**src/rtl/pager_pkg.sv**
```systemverilog
// pager_pkg: shared state encoding and default timing constants for the page sender
package pager_pkg;

    typedef enum logic [1:0] {
        IDLE  = 2'd0,
        ZERO  = 2'd1,
        GUARD = 2'd2
    } state_t;

    localparam int DEF_BIT_CYCLES = 4;
    localparam int DEF_ZERO_BITS  = 3;
    localparam int DEF_GUARD_BITS = 2;

endpackage

```
**src/rtl/pager_bit_timer.sv**
```systemverilog
// pager_bit_timer: bit-period prescaler, pulses tick on the last clk cycle of each bit period
module pager_bit_timer
    import pager_pkg::*;
#(
    parameter int BIT_CYCLES = DEF_BIT_CYCLES
) (
    input  logic clk,
    input  logic rst,
    input  logic clear,
    output logic tick
);

    localparam int CW = $clog2(BIT_CYCLES + 1);

    logic [CW-1:0] cnt;

    assign tick = cnt == CW'(BIT_CYCLES - 1);

    // cycle counter wraps after BIT_CYCLES-1; clear realigns the bit period to a page start
    always_ff @(posedge clk or posedge rst) begin
        if (rst)
            cnt <= '0;
        else if (clear || tick)
            cnt <= '0;
        else
            cnt <= cnt + CW'(1);
    end

endmodule

```
**src/rtl/page_sender.sv**
```systemverilog
// page_sender: emits rpt+1 low bursts on x_out, each followed by a high guard interval
module page_sender
    import pager_pkg::*;
#(
    parameter int BIT_CYCLES = DEF_BIT_CYCLES,
    parameter int ZERO_BITS  = DEF_ZERO_BITS,
    parameter int GUARD_BITS = DEF_GUARD_BITS
) (
    input  logic       clk,
    input  logic       rst,
    input  logic       req,
    input  logic [1:0] rpt,
    output logic       ack,
    output logic       busy,
    output logic       done,
    output logic       x_out
);

    localparam int MAX_BITS = ZERO_BITS > GUARD_BITS ? ZERO_BITS : GUARD_BITS;
    localparam int BW       = $clog2(MAX_BITS + 1);

    state_t        state, state_n;
    logic [BW-1:0] bits, bits_n;
    logic [1:0]    rem, rem_n;
    logic          ack_n, busy_n, done_n, x_n;
    logic          clear, tick, last;

    pager_bit_timer #(.BIT_CYCLES(BIT_CYCLES)) u_timer (
        .clk   (clk),
        .rst   (rst),
        .clear (clear),
        .tick  (tick)
    );

    // final bit tick of the current ZERO or GUARD interval
    always_comb begin
        last = tick && bits == (state == ZERO ? BW'(ZERO_BITS - 1) : BW'(GUARD_BITS - 1));
    end

    // next-state, counter and registered-output decisions
    always_comb begin
        state_n = state;
        bits_n  = tick ? (last ? '0 : bits + BW'(1)) : bits;
        rem_n   = rem;
        ack_n   = 1'b0;
        done_n  = 1'b0;
        busy_n  = busy;
        x_n     = x_out;
        clear   = 1'b0;
        case (state)
            IDLE: begin
                bits_n = '0;
                if (req) begin
                    state_n = ZERO;
                    rem_n   = rpt;
                    ack_n   = 1'b1;
                    busy_n  = 1'b1;
                    x_n     = 1'b0;
                    clear   = 1'b1;
                end
            end
            ZERO: begin
                if (last) begin
                    state_n = GUARD;
                    x_n     = 1'b1;
                end
            end
            GUARD: begin
                if (last) begin
                    if (rem != 2'd0) begin
                        state_n = ZERO;
                        rem_n   = rem - 2'd1;
                        x_n     = 1'b0;
                    end else begin
                        state_n = IDLE;
                        busy_n  = 1'b0;
                        done_n  = 1'b1;
                    end
                end
            end
            default: begin
                state_n = IDLE;
                busy_n  = 1'b0;
                x_n     = 1'b1;
            end
        endcase
    end

    // state, counters and outputs; reset drops any page in progress without a done pulse
    always_ff @(posedge clk or posedge rst) begin
        if (rst) begin
            state <= IDLE;
            bits  <= '0;
            rem   <= '0;
            ack   <= 1'b0;
            busy  <= 1'b0;
            done  <= 1'b0;
            x_out <= 1'b1;
        end else begin
            state <= state_n;
            bits  <= bits_n;
            rem   <= rem_n;
            ack   <= ack_n;
            busy  <= busy_n;
            done  <= done_n;
            x_out <= x_n;
        end
    end

endmodule

```
**config.mk**
```make
export PLATFORM = sky130hd
export DESIGN_NAME = page_sender
export DESIGN_NICKNAME = d
export VERILOG_FILES = /design/src/rtl/pager_pkg.sv /design/src/rtl/pager_bit_timer.sv /design/src/rtl/page_sender.sv
export SDC_FILE = /design/constraint.sdc
export NUM_CORES = 1
export LEC_CHECK = 0
export BUFFER_PORTS_ARGS = -buffer_cell sky130_fd_sc_hd__buf_2
export CAP_MARGIN = 20
export CORE_AREA = 4 4 41 43
export DETAILED_ROUTE_END_ITERATION = 10
export DIE_AREA = 0 0 45 47
export GPL_TIMING_DRIVEN = 0
export PLACE_DENSITY = 0.85
export SETUP_SLACK_MARGIN = 0.4
export SLEW_MARGIN = 15
export SYNTH_ARGS = -nofsm -noshare
export SYNTH_HDL_FRONTEND = slang
export SYNTH_HIERARCHICAL = 1
export SYNTH_SLANG_ARGS = --single-unit
```
**constraint.sdc**
```tcl
create_clock -name clk -period 4.8 [get_ports clk]
set_clock_uncertainty 0.15 [all_clocks]
set_input_delay 0.24 -clock clk [delete_from_list [all_inputs] [get_ports clk]]
set_output_delay 0.24 -clock clk [all_outputs]
set_load 0.01 [all_outputs]
```
Word-level counts from Yosys, hierarchy flattened
Cells that the tools add are included.
- input bits: 5
- logic and storage cells: 59
- output and inout bits: 4
- register bits after elaboration: 13
- $add $sub $neg: 3
- bitwise operators: 1
- muxes and demuxes: 28
- equal/unequal tests: 9
- reductions and logical operators: 10
- operators by type and width (operator ; count):
    two-way mux 2 bit ; 10
    two-way mux 1 bit ; 13
    AND reduction 4 bit ; 3
    inequality test 2 bit, second input constant ; 5
    one-hot mux 1 bit (3 select lines) ; 2
    one-hot mux 2 bit (3 select lines) ; 1
    nonzero test 2 bit ; 3
    one-hot mux 2 bit (2 select lines) ; 1
    adder 3 x 1 -> 3 bit, second input constant ; 1
    equality test 3 x 2 -> 1 bit, second input constant ; 1
    two-way mux 3 bit ; 1
    AND reduction 3 bit ; 1
    adder 2 x 1 -> 2 bit, second input constant ; 1
    equality test 2 x 1 -> 1 bit, second input constant ; 1
    equality test 2 bit ; 1
    equality test 2 bit, second input constant ; 1
    logical NOT 2 bit ; 1
    subtractor 2 x 1 -> 2 bit, second input constant ; 1
    logical AND 1 bit ; 1
    logical OR 1 bit ; 1
    inverter 1 bit ; 1

Longest topological paths before layout
Gate-level depths: netlist of the first run.
- depth in word-level cells: 7
- depth in mapped cells: 6
- depth with buffers taken out: 5

Hierarchy
The synthesis of the first run kept the hierarchy.
- modules (own cells, without submodules) (module ; sequential area each (sq um) ; cells an instance ; area an instance (sq um) ; times used):
    page_sender ; 251.5 ; 58 ; 578.1 ; 1
    pager_bit_timer ; 75.1 ; 10 ; 130.1 ; 1

Least setup slack after synthesis of the first run
Ideal clock, no wire load.
- path kind: register -> register
- start point: register u_timer.cnt[0]
- end point: register x_out
- arrival: 1.610 ns
- setup time: 0.088 ns
- required time: 4.562 ns
- period minus slack after synthesis: 1.847 ns
- buffers on the path: 1
- path slack: 2.953 ns
- cell stages (with the launch flop): 7
- cell sequence: dfrtp_1 -> ha_1 -> ha_1 -> and3b_1 -> buf_6 -> mux2_4 -> a221oi_2
- longest elaborated chain between the ends: 4
- elaborated cells on any way between the ends: 5
- classes of those cells: eq/ne (3); reduce/logical (2)
- RTL lines (element ; RTL line ; text):
    start, declared ; pager_bit_timer.sv:15 ; logic [CW-1:0] cnt;
    start signal, assigned ; pager_bit_timer.sv:26 ; cnt <= cnt + CW'(1);
    equality test 3 x 2 -> 1 bit (*) ; pager_bit_timer.sv:17 ; assign tick = cnt == CW'(BIT_CYCLES - 1);
    net tick ; page_sender.sv:26 ; logic clear, tick, last;
    logical AND 1 bit (*) ; page_sender.sv:37 ; last = tick && bits == (state == ZERO ? BW'(ZERO_BITS - 1) : BW'(GUARD_BITS - 1));
    inequality test 2 bit (no source line) ; - ;
    AND reduction 4 bit (no source line) (*) ; - ;
    end signal, assigned ; page_sender.sv:106 ; x_out <= x_n;
    end, declared ; page_sender.sv:16 ; output logic x_out
The timed path passes the listed nets; every way through them passes the cells marked *.
A chain may end at the register's enable or synchronous reset.

Final worst setup path of the first run
Ends and elaborated chain as after synthesis.

==> run metrics, run 1 <==
outcome=finished, final reports clean; reg2reg path depth=6; VDD IR max=0.3095 mV; Initial Util=0.5442; Vias/cell=5.677; antenna diode count=0; initial antenna violation count=0; crit path setup slack, layout=2.829 ns; Placement Setup Slack=2.845 ns; Mapped Area=708.2 um^2; required time worst endpoint=4.85 ns; CTS tree=built; Leak=0.0004034 uW; total gr overflow=0; Avg Inst Size Synth=10.41 um^2; remaining antenna violation count=0; width of the die=45 um; CP Max Fanout=9; number of synthesized register bits=13; YS warnings=6; I/O Pins=9; max-slew violations=0; clock net sink count=13; RePlAce Congestion=0.7455; Tot GR Track Use=0.1577; share of layout cells above drive strength 1=0.2593; Clock transition at path regs=0.08 ns; setup slack, reg-to-reg=2.83 ns; Final Critical Period=1.971 ns; crit path to=x_out; period utilization=0.4107; CP Capture Type=flip-flop; number of global-route vias before repair=558; MaxCap Viol Count=0; total CTS buffers=3; worst slew pin tran=0.8511 ns; Clock Latency Late Sink=0.28 ns; Seq/Total Area, Yosys=0.4611; Area contributors post-synth=dfrtp_1 42%, ha_1 5.3%, inv_1 4.8%; Rel. slew slack=0.4313; Post-synth EDFFs=0; first-pass GRT wire length=2415 um; final HPWL from detailed placement=1014 um; Clock Tree Buf Depth=2; f_max=507.3 MHz; Detailed Routing Iterations Pass 1=4; r2r startpoint=u_timer/cnt[0]; critical path class=reg2reg; Setup crit start kind=flip-flop; setup TNS=0 ns; Synth Instances=68; Arr. time, crit path=2.02 ns; initial drt markers=9; syn nets=76; CP startpoint=u_timer/cnt[0]; clk root buf=clkbuf_4; Routed WL per cell=14.29 um; IO Port Bufs=8; post-synth top area share=0.4240; Placeable Area=1301 um^2; largest area contributor in the netlist=dfrtp_1; DR vias=545; drt drc=0; pwr dens=537.2 nW/um^2; area delta synth->final=13.60%; worst path cell trace=ha_1 > ha_1 > and3b_1 > buf_6 > mux2_4 > a221oi_2; total wire length=1372 um; CP max stage delay=0.39 ns; Die Height=47 um; # setup viols final=0; Most used DFF post-synth=dfrtp_1; nets@finish=90; die footprint=2115 um^2; Hold Vio Cnt, Final=0; largest net degree at the start of global routing=11; Top cell by count, worst path=ha_1; reg2reg end=x_out; CP max-delay cell=dfrtp_1; RSZ-0062 raised after global routing=false; path category of the worst min-delay check=in2reg; Placement Rows=13; CTS H-Tree Depth=1; Synth cell types=31; ys async rst share=1.000
## placed cells by master (no fill, tap or decap), drive strengths merged, types with 2 or more instances in the layout
cell type and count:
and3 2, nand2 3, a21oi 2, and3b 2
o21ai 5, inv 9, nor3b 3, dfrtp 12
a22o 2, a21o 2, buf 10, clkbuf 4
nor2 3, nor2b 3, ha 3, a311oi 2
nor3 2
## report_power, final
group | internal (uW) | switching [uW] | total [uW]
clock | 30.9 | 37.3 | 68.2
sequential | 155 | 27.7 | 182
combinational | 87.2 | 94.5 | 182
## worst max-delay path, delay by kind of cell (launching register included)
kind	cells	cell delay (ns)
AO/OA/AOI/OAI	1	0.24
adder cells (fa/ha/maj)	2	0.50
buffers and inverters	1	0.13
flip-flops	1	0.39
multiplexers	1	0.26
AND/OR/NAND/NOR	1	0.22
## cell usage after synthesis, types with 2 or more instances
cell type	count
inv_1	9
dfrtp_1	12
a22o_1	2
o21ai_0	5
nor2b_1	3
nor3_1	2
ha_1	3
nor3b_1	2
nor2_1	3
nand2_1	3
a311oi_1	2
a21o_1	2
a21oi_1	2
## timing repair
item                                   4_1_cts  5_1_grt
hold buffers                                 1        0
endpoints found under the hold margin       12        0
resized for setup                            0        0
setup endpoints to repair                    0        0
setup buffers                                0        0
## flip-flops by register name (all words and copies together) (netlist names)
| register | flops |
|---|---|
| ack | 1 |
| bits | 2 |
| busy | 1 |
| done | 1 |
| rem | 2 |
| state | 2 |
| u_timer/cnt | 3 |
| x_out | 1 |
## area by class of cell
class | instances | area [um^2]
well taps | 15 | 18.77
clock inverters | 1 | 5.005
inverters | 9 | 33.78
plain buffers | 3 | 21.27
fillers | 108 | 496.7
flip-flops and latches | 13 | 326.6
multi-input cells | 43 | 326.6
repair buffers | 9 | 50.05
clock buffers | 3 | 22.52
## per-layer routing
layer  track usage  vias to the layer above  routed length (um)
met5             0                        -                   0
met4       0.07018                        0                  25
met3       0.02299                        4                  40
met2        0.2684                       10                 680
met1        0.1986                      258                 626
li1              -                      273                   -
## metrics by stage
step / hold WS [ns] / util / instances / instance area, um^2 / total power [uW]
floorplan: -0.1564 / - / 68 / 708.2 / 317.6
global placement: -0.03682 / 0.5894 / 91 / 767.0 / 352.0
detailed placement: -0.03036 / 0.5894 / 91 / 767.0 / 366.4
CTS: 0.1352 / 0.6183 / 96 / 804.5 / 435.2
global route: 0.1577 / 0.6183 / 96 / 804.5 / 470.6
finish: 0.1292 / 0.6183 / 96 / 804.5 / 432.2
## cells by family (layout without fill, tap and decap cells)
kind of cell               Yosys count  after routing  synth area share
and+or+nand+nor                     19             19            0.1731
DFF                                 13             13            0.4611
muxes                                1              1           0.02120
buffers and inverters               12             25           0.07772
AOI/OAI and AO/OA                   19             19            0.2014
xor gates and xnor gates             1              1           0.01237
adders and majority gates            3              3           0.05301
## worst min-delay path by stage
stage / cells after the start / to / start
2_1_floorplan: 1 / u_timer/cnt[0] / rst
3_3_place_gp: 2 / u_timer/cnt[2] / rst
3_5_place_dp: 2 / u_timer/cnt[2] / rst
4_1_cts: 3 / x_out / req
5_1_grt: 3 / x_out / req
6_report: 3 / rem[1] / rpt[1]
No activity file was read; power rests on OpenSTA's default activity.
==> run 2: changes to the inputs <==
Settings changed: CORE_AREA 4 4 41 43 to unset, CORE_MARGIN set to 4, CORE_UTILIZATION set to 48, DIE_AREA 0 0 45 47 to unset, PLACE_DENSITY 0.85 to 0.82.
Clock period 4.8 ns to 1.59 ns, I/O delays scaled along.
==> run metrics, run 2 (synthesis gave the netlist of run 1 again) <==
final HPWL from detailed placement=992.3 um; Rel. slew slack=0.7400; initial drt markers=15; Detailed Routing Iterations Pass 1=4; RePlAce Congestion=0.7448; antenna diode count=0; CP Capture Type=flip-flop; Tot GR Track Use=0.1798; Biggest register=u_timer/cnt; # setup viols final=8; Internal=1201 uW; Final Critical Period=1.733 ns; Leak=0.0005090 uW; initial antenna violation count=0; Clock transition at path regs=0.08 ns; pwr dens=1716 nW/um^2; remaining antenna violation count=0; worst slew pin tran=0.3896 ns; Seq pwr share=0.309; M1 GR Usage=0.2120; nets@finish=106; total CTS buffers=3; GRT met3 Usage=0.07031; I/O Pins=9; switching share of power=0.3623; violated checks=setup timing; IO Port Bufs=8; VDD IR max=1.122 mV; total wire length=1830 um; Final Instance Area=1097 um^2; Clock Tree Buf Depth=2; Clock Latency Late Sink=0.28 ns; width of the die=46.41 um; clock net sink count=13; f_max=577.0 MHz; Clock Power Share=0.107; Initial Util=0.5246; most common cell after layout, fill and taps aside=dfrtp_1; required time worst endpoint=1.64 ns; DR vias=629; Placed Area=804.5 um^2; CP Max Fanout=2; Placeable Area=1350 um^2; setup TNS=-0.6069 ns; first-pass GRT wire length=2663 um; outcome=complete, but fails checks; Logic pwr share=0.584; reg2reg path depth=6; area delta synth->final=54.95%; P_sw=682.3 uW; Vias/cell=5.616; Routed WL per cell=16.34 um; Cells after DPL=91; met2 Usage GRT=0.2995; drt drc=0; Placement Rows=13; largest net degree at the start of global routing=11; total gr overflow=0; Die Height=46.41 um; die footprint=2154 um^2; fin util=0.8128; CTS tree=built; crit path setup slack, layout=-0.1430 ns; commonest cells after routing, fill and taps aside=12 x dfrtp_1, 9 x buf_4, 8 x inv_1; RSZ-0062 raised after global routing=true; period utilization=1.090; path category of the worst min-delay check=in2reg; critical path class=reg2reg; Arr. time, crit path=1.78 ns; max-slew violations=0; max reg flops=3; clk root buf=clkbuf_4; hold path depth=3; Setup crit start kind=flip-flop; MaxCap Viol Count=0; grt peak-use layer=met2; share of layout cells above drive strength 1=0.5052; final non-filler cell total=112; CTS H-Tree Depth=1; Hold Vio Cnt, Final=0; number of global-route vias before repair=573
-- run 2: changes by cell type in the layout (fill, tap and decap cells not counted), moves of 2 or more --
cell,previous run,this run
o21ai_2,0,2
o21ai_0,5,2
a311oi_1,2,0
buf_4,0,9
ha_1,3,1
buf_2,9,7
buf_6,1,6
nor3_1,2,0
nor3_4,0,2
a311oi_2,0,2
buf_12,0,2
-- run 2: path summary, 6_finish.rpt --
path	from	to	slack [ns]
worst max register to register	u_timer/cnt[0]	x_out	-0.14
worst min-delay path	req	x_out	0.01
min in group asynchronous	rst	u_timer/cnt[0]	0.08
worst min register to register	u_timer/cnt[0]	u_timer/cnt[0]	0.38
max in group asynchronous	rst	x_out	0.80
worst max-delay path	u_timer/cnt[0]	x_out	-0.14
-- run 2: layout make-up --
cell class / count / area [um^2]
plain buffers: 3 / 36.28
clock buffers: 4 / 26.28
fillers: 88 / 252.7
inverters: 9 / 33.78
multi-input cells: 43 / 432.9
flip-flops and latches: 13 / 326.6
well taps: 15 / 18.77
repair buffers: 25 / 222.7
-- run 2: power by group through the flow --
stage / sequential [uW] / clock, uW / combinational (uW)
6_report: 582 / 202 / 1100
5_1_grt: 595 / 222 / 1180
4_1_cts: 561 / 205 / 719
3_5_place_dp: 561 / 0 / 593
3_3_place_gp: 550 / 0 / 563
2_1_floorplan: 552 / 0 / 459
-- run 2: routing by layer --
layer / vias to the layer above / share of wire
met2: 23 / 0.53
met4: 0 / 0.0055
met5: - / 0
met1: 303 / 0.40
met3: 2 / 0.058
li1: 301 / -
-- run 2: stage by stage --
stage	hold slack [ns]	power, uW	setup slack, ns
final	0.01110	1883	-0.1430
after global routing	0.02089	1996	-0.2062
after CTS	0.008794	1485	-0.2003
after detailed placement	-0.1859	1154	-0.2223
after global placement	-0.1948	1113	-0.1968
after floorplan	-0.3169	1011	-0.1340
-- run 2: timing repair --
item,4_1_cts,5_1_grt
buffers inserted,4,11
hold endpoints to repair,14,0
hold buffers,2,0
setup endpoints to repair,14,14
resized for setup,9,14
pin swaps,7,11
-- run 2: critical path, cell delays in order, from the launching register on --
cell      delay (ns)
dfrtp_1         0.38
ha_2            0.19
ha_4            0.16
and3b_1         0.16
buf_6           0.12
mux2_4          0.25
a221oi_2        0.25
==> run 3: changes to the inputs <==
Settings changed: ABC_AREA set to 1, CORE_UTILIZATION 48 to 49, MAX_ROUTING_LAYER set to met4, PLACE_DENSITY 0.82 to 0.83.
==> run metrics, run 3 <==
total wire length=1575 um; Hold Vio Cnt, Final=0; Vias/cell=5.258; Clock Tree Buf Depth=2; total CTS buffers=3; YS warnings=6; Avg Inst Size Synth=8.639 um^2; Top cell by count, worst path=nand2_1; Die Height=46.49 um; IO Port Bufs=8; number of synthesized register bits=13; Final Power=1697 uW; area delta synth->final=34.66%; GRT met3 Usage=0.05859; Final Critical Period=1.509 ns; path category of the worst min-delay check=in2async; antenna diode count=0; I/O Pins=9; die footprint=2161 um^2; # setup viols final=0; met2 Usage GRT=0.2912; nets@finish=114; share of layout cells above drive strength 1=0.4667; initial drt markers=18; grt peak-use layer=met2; Clock Latency Late Sink=0.29 ns; RePlAce Congestion=0.8516; Clock transition at path regs=0.08 ns; Synth Instances=84; largest area contributor in the netlist=dfrtp_1; post-synth top area share=0.4138; Final Instance Area=977.2 um^2; Area contributors post-synth=dfrtp_1 41%, nand2_1 8.3%, inv_1 7.2%; width of the die=46.49 um; outcome=finished, final reports clean; Placeable Area=1350 um^2; Synth cell types=21; MaxCap Viol Count=0; total gr overflow=0; M1 GR Usage=0.1995; initial antenna violation count=0; Biggest register=u_timer/cnt; CP Buf/Inv Count=0; Placed Area=812.0 um^2; Cells after DPL=107; Post-synth EDFFs=0; clock net sink count=13; largest net degree at the start of global routing=11; number of global-route vias before repair=622; VDD IR max=1.009 mV; clk root buf=clkbuf_4; Rel. slew slack=0.7452; final HPWL from detailed placement=1084 um; CP max stage delay=0.41 ns; pwr dens=1737 nW/um^2; drt drc=0; CP max-delay cell=dfrtp_1; ys async rst share=1.000; commonest cells after routing, fill and taps aside=14 x nand2_1, 13 x inv_1, 12 x dfrtp_1; Initial Util=0.5375; Seq/Total Area, Yosys=0.4500; max-slew violations=0; Arr. time, crit path=1.58 ns; first-pass GRT wire length=2594 um; Most used DFF post-synth=dfrtp_1; required time worst endpoint=1.66 ns; Placement Rows=13; Leak=0.0005054 uW; most common cell after layout, fill and taps aside=nand2_1; Setup crit start kind=flip-flop; period utilization=0.9489; DR vias=631; f_max=662.8 MHz; CTS H-Tree Depth=1; syn nets=92; critical path class=reg2reg; CTS tree=built; max reg flops=3; CP Capture Type=flip-flop; commonest cells in the synthesized netlist=16 x nand2_1, 14 x inv_1, 12 x dfrtp_1, 7 x nor2_1, 5 x nand2_2; Routed WL per cell=13.13 um; most numerous cell in the Yosys netlist=nand2_1; crit-path leading delay family=simple AND/OR/NAND/NOR gates; remaining antenna violation count=0; RSZ-0062 raised after global routing=true; final non-filler cell total=120; worst slew pin tran=0.3818 ns; CP Max Fanout=3; Tot GR Track Use=0.1807; worst path cell trace=ha_4 > ha_4 > nand2_2 > nand2_4 > nand2_1 > nand2_1 > nand4_1 > nand2_1; Mapped Area=725.7 um^2; Detailed Routing Iterations Pass 1=7
## run 3: stage by stage
stage          setup slack, ns  hold WS [ns]  setup TNS (ns)  utilization
2_1_floorplan           0.1786       -0.3169               0            -
3_3_place_gp            0.1010       -0.1945               0       0.6015
3_5_place_dp           0.04837       -0.1869               0       0.6015
4_1_cts                0.08036       0.05191               0       0.6867
5_1_grt               -0.01512       0.07011        -0.02610       0.7238
6_report               0.08129       0.06746               0       0.7238
## run 3: kinds of logic (layout without fill, tap and decap cells)
| logic type | after synthesis | in the layout | synth area share |
|---|---|---|---|
| AO/OA/AOI/OAI | 7 | 7 | 0.06379 |
| buffers and inverters | 19 | 40 | 0.1086 |
| AND/OR/NAND/NOR | 42 | 42 | 0.3259 |
| adder cells (fa/ha/maj) | 3 | 3 | 0.05173 |
| flip-flops | 13 | 13 | 0.4500 |
## run 3: power by group
part | total [uW] | switching, uW | leakage, uW | internal (uW)
combinational | 916 | 490 | 0.000328 | 426
sequential | 572 | 99.1 | 0.000163 | 473
clock | 208 | 111 | 0.0000150 | 97.6
## run 3: layout make-up
cell class	count	area (um^2)
Multi-Input combinational cell	52	397.9
Fill cell	95	372.9
Sequential cell	13	326.6
Timing Repair Buffer	17	126.4
Inverter	18	70.07
Clock buffer	4	26.28
Tap cell	15	18.77
Buffer	1	11.26
## run 3: repair_timing
item	CTS	global route
endpoints found under the setup margin	12	13
gates resized for setup	6	9
setup buffers	5	2
endpoints found under the hold margin	14	0
hold buffers	2	0
pin swaps	6	3
## run 3: path summary, 6_finish.rpt
kind / from / endpoint / slack [ns] / depth (start not counted)
hold / removal: rst / u_timer/cnt[0] / 0.07 / 3
setup reg to reg: u_timer/cnt[0] / x_out / 0.08 / 8
hold reg to reg: x_out / x_out / 0.33 / 2
max in group asynchronous: rst / x_out / 0.79 / 3
min in group clk: rpt[0] / rem[0] / 0.07 / 5
setup / recovery: u_timer/cnt[0] / x_out / 0.08 / 8
## run 3: per-layer routing
metal	wire [um]	part of all wire	up-vias
met5	0	0	-
met4	31	0.020	0
met3	84	0.053	6
met2	816	0.52	22
met1	642	0.41	301
li1	-	-	302
## run 3: tightest hold or removal path, delay by kind of cell
| family | cells | cell delay [ns] |
|---|---|---|
| buf+inv | 3 | 0.78 |
